==> src/rtl/imm_field_encoder.sv <==
// Packs a signed immediate into the I/S/B/U/J fields of a base instruction word and
// queues the result in a 2-entry FIFO. Define IMM_RANGE_CHECK_EN to flag range/alignment/type errors.
module imm_field_encoder (
    input  logic        CLK,
    input  logic        RESET,
    input  logic        IN_VALID,
    output logic        IN_READY,
    input  logic [2:0]  IMM_TYPE,
    input  logic [31:0] IMM_VALUE,
    input  logic [31:0] BASE_INSTR,
    output logic        OUT_VALID,
    input  logic        OUT_READY,
    output logic [31:0] INSTRUCTION,
    output logic        IMM_ERR
);
    localparam logic [2:0] TYPE_I = 3'd0;
    localparam logic [2:0] TYPE_S = 3'd1;
    localparam logic [2:0] TYPE_B = 3'd2;
    localparam logic [2:0] TYPE_U = 3'd3;
    localparam logic [2:0] TYPE_J = 3'd4;

    logic [31:0] mem_word [2];
    logic        wr_ptr;
    logic        rd_ptr;
    logic [1:0]  count;
    logic [31:0] enc_word;
    logic        push;
    logic        pop;

    always_comb begin
        enc_word = BASE_INSTR;
        case (IMM_TYPE)
            TYPE_I: enc_word = {IMM_VALUE[11:0], BASE_INSTR[19:0]};
            TYPE_S: enc_word = {IMM_VALUE[11:5], BASE_INSTR[24:12], IMM_VALUE[4:0], BASE_INSTR[6:0]};
            TYPE_B: enc_word = {IMM_VALUE[12], IMM_VALUE[10:5], BASE_INSTR[24:12],
                                IMM_VALUE[4:1], IMM_VALUE[11], BASE_INSTR[6:0]};
            TYPE_U: enc_word = {IMM_VALUE[31:12], BASE_INSTR[11:0]};
            TYPE_J: enc_word = {IMM_VALUE[20], IMM_VALUE[10:1], IMM_VALUE[11],
                                IMM_VALUE[19:12], BASE_INSTR[11:0]};
            default: enc_word = BASE_INSTR;
        endcase
    end

    // Ready depends on registered occupancy only, so OUT_READY never reaches IN_READY.
    assign IN_READY    = (count != 2'd2);
    assign OUT_VALID   = (count != 2'd0);
    assign push        = IN_VALID && IN_READY;
    assign pop         = OUT_VALID && OUT_READY;
    assign INSTRUCTION = mem_word[rd_ptr];

    always_ff @(posedge CLK) begin
        if (RESET) begin
            mem_word[0] <= '0;
            mem_word[1] <= '0;
            wr_ptr      <= 1'b0;
            rd_ptr      <= 1'b0;
            count       <= 2'd0;
        end else begin
            if (push) begin
                mem_word[wr_ptr] <= enc_word;
                wr_ptr           <= ~wr_ptr;
            end
            if (pop) rd_ptr <= ~rd_ptr;
            case ({push, pop})
                2'b10:   count <= count + 2'd1;
                2'b01:   count <= count - 2'd1;
                default: count <= count;
            endcase
        end
    end

`ifdef IMM_RANGE_CHECK_EN
    logic mem_err [2];
    logic enc_err;

    // A value fits an N-bit signed field when every bit from N-1 upward matches the sign.
    always_comb begin
        enc_err = 1'b0;
        case (IMM_TYPE)
            TYPE_I, TYPE_S: enc_err = !((&IMM_VALUE[31:11]) || !(|IMM_VALUE[31:11]));
            TYPE_B:         enc_err = !((&IMM_VALUE[31:12]) || !(|IMM_VALUE[31:12])) || IMM_VALUE[0];
            TYPE_U:         enc_err = |IMM_VALUE[11:0];
            TYPE_J:         enc_err = !((&IMM_VALUE[31:20]) || !(|IMM_VALUE[31:20])) || IMM_VALUE[0];
            default:        enc_err = 1'b1;
        endcase
    end

    always_ff @(posedge CLK) begin
        if (RESET) begin
            mem_err[0] <= 1'b0;
            mem_err[1] <= 1'b0;
        end else if (push) begin
            mem_err[wr_ptr] <= enc_err;
        end
    end

    assign IMM_ERR = mem_err[rd_ptr];
`else
    assign IMM_ERR = 1'b0;
`endif

endmodule

==> config.mk <==
export PLATFORM = sky130hd
export DESIGN_NAME = imm_field_encoder
export DESIGN_NICKNAME = d
export VERILOG_FILES = /design/src/rtl/imm_field_encoder.sv
export SDC_FILE = /design/constraint.sdc
export NUM_CORES = 1
export LEC_CHECK = 0
export BUFFER_PORTS_ARGS = -buffer_cell sky130_fd_sc_hd__buf_2
export CAP_MARGIN = 40
export CORE_MARGIN = 4
export CORE_UTILIZATION = 30
export DETAILED_ROUTE_END_ITERATION = 8
export SYNTH_ARGS = -nofsm -noshare
export SYNTH_HDL_FRONTEND = slang
export SYNTH_SLANG_ARGS = --single-unit
==> constraint.sdc <==
create_clock -name CLK -period 4.3 [get_ports CLK]
set_input_delay 0 -clock CLK [delete_from_list [all_inputs] [get_ports CLK]]
set_output_delay 0 -clock CLK [all_outputs]
set_load 0.005 [all_outputs]
# ---- Word-level counts from Yosys, hierarchy flattened
# Memories as Yosys holds them, arrays and structs flattened. A register that Yosys moved wholly into a read port is not among the register bits.
# Index checks and enable logic that the tools add are counted.
dict set report totals {
  regBits 4
  ram_bits 64
  input_bits 71
  memories 1
}
dict set report classes {
  add_sub_neg 2
  eq_ne 7
  mux 12
  bitwise 2
  n_reduce_logical 6
}
# memory words width rd rd_clocked_by_memory_dff wr line_no
set mem_list {}
lappend mem_list {mem_word 2 32 1 1 2 22} ;# logic [31:0] mem_word [2];
# op count
set ops {}
lappend ops {{32-bit one-hot mux with 5 select lines} 1}
lappend ops {{32-bit two-way mux} 1}
lappend ops {{32-bit OR reduction} 1}
lappend ops {{1-bit two-way mux} 9}
lappend ops {{3-bit by 2-bit equality test with 1-bit output (second input constant)} 2}
lappend ops {{2-bit one-hot mux with 2 select lines} 1}
lappend ops {{2-bit nonzero test} 2}
lappend ops {{3-bit by 1-bit equality test with 1-bit output (second input constant)} 1}
lappend ops {{3-bit equality test (second input constant)} 1}
lappend ops {{3-bit logical NOT} 1}
lappend ops {{2-bit by 1-bit adder with 2-bit output (second input constant)} 1}
lappend ops {{2-bit by 1-bit equality test with 1-bit output (second input constant)} 1}
lappend ops {{2-bit equality test (second input constant)} 1}
lappend ops {{1-bit logical AND} 2}
lappend ops {{2-bit != test (second input constant)} 1}
lappend ops {{1-bit inverter} 2}
lappend ops {{2-bit by 1-bit subtractor with 2-bit output (second input constant)} 1}

# ---- Logic depth before layout (Yosys ltp)
dict set report depth {
  ltp_word 7
  ltp_mapped 7
  depth_no_buf 7
}

# ---- Least setup slack after synthesis
# No wires, ideal clock.
dict set report synth_timing {
  path_type {reg-to-reg}
  from {register wr_ptr}
  to {memory mem_word[1][0] (enable)}
  setup_ns 0.394
  t_arrival_ns 1.821
  required_time_ns 3.906
  setup_slack_ns 2.085
  path_stages_with_launch 5
  synth_period_minus_slack_ns 2.215
  path_cell_list {dfxtp_1 -> inv_1 -> or4_1 -> buf_2 -> nand2b_1}
}
# element line_no
set synth_lines {}
lappend synth_lines {{start: declaration} 23} ;# logic wr_ptr;
lappend synth_lines {{start signal: assignment} 61} ;# wr_ptr <= ~wr_ptr;
lappend synth_lines {{end: declaration} 22}

==> flow_metrics.env <==
export IMPL_status="finished, final reports clean"
export IMPL_synthFlopType="edfxtp_1"
export IMPL_synth_seq_cells=69
export IMPL_cts_sinks=69
export IMPL_cp_max_fo=23
export IMPL_die_width_um=120
export IMPL_synth_xor_area_share_pct=1.16
export IMPL_rsz0062_at_grt="false"
export IMPL_drv_slew=0
export IMPL_synth_warnings=0
export IMPL_first_global_vias=3118
export IMPL_routabilityCongestion=0.770
export IMPL_clockBufferDepth=2
export IMPL_viasPerCell=5.09
export IMPL_synth_avg_cell_area_um2=11.7
export IMPL_r2r_start="wr_ptr"
export IMPL_wire_per_inst_um=17.3
export IMPL_synth_area_mm2=0.00378
export IMPL_yosys_area_share_simple_pct=14.9
export IMPL_grt_pass1_wl_um=16300
export IMPL_finalSetupTns_ns=0
export IMPL_p_per_area_mw_per_mm2=454
export IMPL_die_area_mm2=0.0144
export IMPL_ant_nets=0
export IMPL_row_count=40
export IMPL_critPathLaunchType="flip-flop"
export IMPL_async_flop_share_pct=0
export IMPL_syn_nets=394
export IMPL_coreArea_mm2=0.0122
export IMPL_ys_seq_area_share_pct=53.5
export IMPL_hold_viol=0
export IMPL_whs_path_depth=3
export IMPL_final_cells=593
export IMPL_fin_skew_ns=0.00472
export IMPL_synth_fa_ha_area_share_pct=0.596
export IMPL_clk_pin_slew_worst_paths_ns=0.06
export IMPL_synth_edf_count=64
export IMPL_routed_wl_um=10200
export IMPL_track_usage_pct=14.3
export IMPL_synth_top_family_by_area="simple AND/OR/NAND/NOR gates"
export IMPL_cp_required_ns=4.33
export IMPL_grt_max_degree=41
export IMPL_drtIter0Drc=132
export IMPL_rr_worst_depth=4
export IMPL_detail_route_drc_violations=0
export IMPL_grt_ovfl_total=0
export IMPL_clockRootBuffer="clkbuf_16"
export IMPL_setup_viol=0
export IMPL_fin_crit_sh_pct=53.5
export IMPL_hold_path_class="input port to flip-flop"
export IMPL_htreeDepth=3
export IMPL_ir_worst_vdd_uv=330
export IMPL_synth_mux_area_share_pct=11.2
export IMPL_fill_cells=1209
export IMPL_period_minus_slack_ns=2.30
export IMPL_ys_types=43
export IMPL_worst_slew_pin_slew_ns=0.721
export IMPL_p_leak_nw=1.96
export IMPL_antenna_cells=0
export IMPL_die_height_um=120
export IMPL_synthCells=322
export IMPL_dp_cells=569
export IMPL_synth_compound_area_share_pct=14.2
export IMPL_io_pins=106
export IMPL_cp_end_kind="flip-flop"
export IMPL_cts_buffers=9
export IMPL_dp_hpwl_um=7090
export IMPL_cap_violations=0
export IMPL_cts_tree="yes"
export IMPL_port_buffers=104
export IMPL_clk_latency_ns=0.33
export IMPL_vias=3020
export IMPL_area_growth_syn_to_layout_pct=28.0
export IMPL_drive_above_1_share_pct=39.5
export IMPL_fmax_ghz=0.435
export IMPL_r2r_slack_ns=2.00
export IMPL_worstSetupEndpoint="mem_word[1][3]"
export IMPL_fin_nets=492
export IMPL_relSlewSlack_pct=51.9
export IMPL_firstDrtPassIters=4
export IMPL_hp_start="IN_VALID"
export IMPL_reg2reg_to="mem_word[1][3]"
export IMPL_worstPathArrival_ns=2.33
export IMPL_initial_core_util_pct=31.0
export IMPL_antenna_found_initial=0
export IMPL_crit_start="wr_ptr"
export IMPL_critical_path_class="flip-flop to flip-flop"
-- power breakdown --
group | internal [mW] | total [mW] | switching, mW
Sequential | 0.854 | 0.903 | 0.0491
Combinational | 0.317 | 0.617 | 0.300
Clock | 0.391 | 0.675 | 0.285
-- stage by stage --
stage / power (mW) / utilization, % / setup WS, ns / hold WS, ns / area (um^2)
5_1_grt: 2.32 / 39.7 / 1.87 / 0.0305 / 4830
4_1_cts: 2.22 / 39.7 / 1.97 / 0.0150 / 4830
3_5_place_dp: 1.54 / 36.8 / 1.98 / 0.294 / 4480
3_3_place_gp: 1.50 / 36.1 / 1.77 / 0.286 / 4400
6_report: 2.20 / 39.7 / 2.00 / 0.0245 / 4830
2_1_floorplan: 1.27 / - / 2.09 / 0.185 / 3780
-- cells in the mapped netlist, drive strengths merged (2+ instances only) --
master	number	area, um^2
nand3b	6	45.0
nand2	2	7.51
nor4	2	12.5
edfxtp	64	1920
xnor2	3	26.3
o32a	8	80.1
a211oi	25	188
nor3b	9	67.6
nor2b	9	58.8
and2	14	87.6
inv	4	15.0
o21ai	22	110
o21a	2	15.0
buf	15	85.1
nor2	12	45.0
nor3	2	10.0
dfxtp	5	100
o32ai	2	17.5
nand3	5	25.0
mux2	34	383
and3	18	113
mux2i	4	40.0
o22ai	6	37.5
xor2	2	17.5
or4	2	15.0
nand2b	3	18.8
clkbuf	16	60.1
and3b	2	17.5
a21oi	14	70.1
-- worst min-delay path by stage --
stage | to | slack [ns]
2_1_floorplan | wr_ptr | 0.19
3_3_place_gp | mem_word[0][5] | 0.29
3_5_place_dp | mem_word[1][5] | 0.29
4_1_cts | wr_ptr | 0.01
5_1_grt | wr_ptr | 0.03
6_report | wr_ptr | 0.02
-- worst max-delay path, stage by stage, from the launching register on --
cell      delay (ns)
dfxtp_1         0.37
inv_1           0.09
or4_1           0.88
nand2b_2        0.41
buf_12          0.24
-- area by class of cell --
class	count	area, um^2	area share (%)
clock inverter	7	51.3	1.06
inverter	4	15.0	0.311
clock buffer	9	225	4.66
multi-input combinational	218	1610	33.4
timing repair buffer	118	696	14.4
tap	168	210	4.35
sequential	69	2020	41.9
-- logic make-up (layout without fill, tap and decap cells) --
logic type / count (synthesis) / after routing
AND/OR/NAND/NOR: 91 / 91
AO/OA/AOI/OAI: 81 / 81
flip-flops: 69 / 69
multiplexers: 38 / 38
buffers and inverters: 35 / 138
XOR/XNOR: 5 / 5
adder cells (fa/ha/maj): 2 / 2
other: 1 / 1
-- registers in the layout, indices dropped and copies added, names as in the netlist, named ones only --
register  cells
rd_ptr        1
wr_ptr        1
count         2
mem_word     64
-- cells in the final DEF (no fill, tap or decap), drive strengths merged, types with 8 or more instances in the layout --
cell type	netlist	final
buf	15	110
edfxtp	64	64
mux2	34	34
a211oi	25	25
o21ai	22	22
and3	18	18
and2	14	14
a21oi	14	14
nor2	12	12
nor3b	9	9
clkbuf	16	9
nor2b	9	9
o32a	8	8
dlygate4sd3	0	8
-- per-layer routing --
metal | vias to the layer above | GRT usage [%] | routed length [um]
met5 | - | 0 | 0
met4 | 0 | 3.36 | 91
met3 | 8 | 4.68 | 649
met2 | 84 | 23.5 | 4960
met1 | 1486 | 18.2 | 4550
li1 | 1442 | - | -
-- repair_timing --
| action | 4_1_cts | 5_1_grt |
|---|---|---|
| buffers inserted | 0 | 0 |
| endpoints found under the hold margin | 19 | 0 |
| hold buffers | 8 | 0 |
| gates resized for setup | 0 | 0 |
Power figures use the tool's default switching activity.
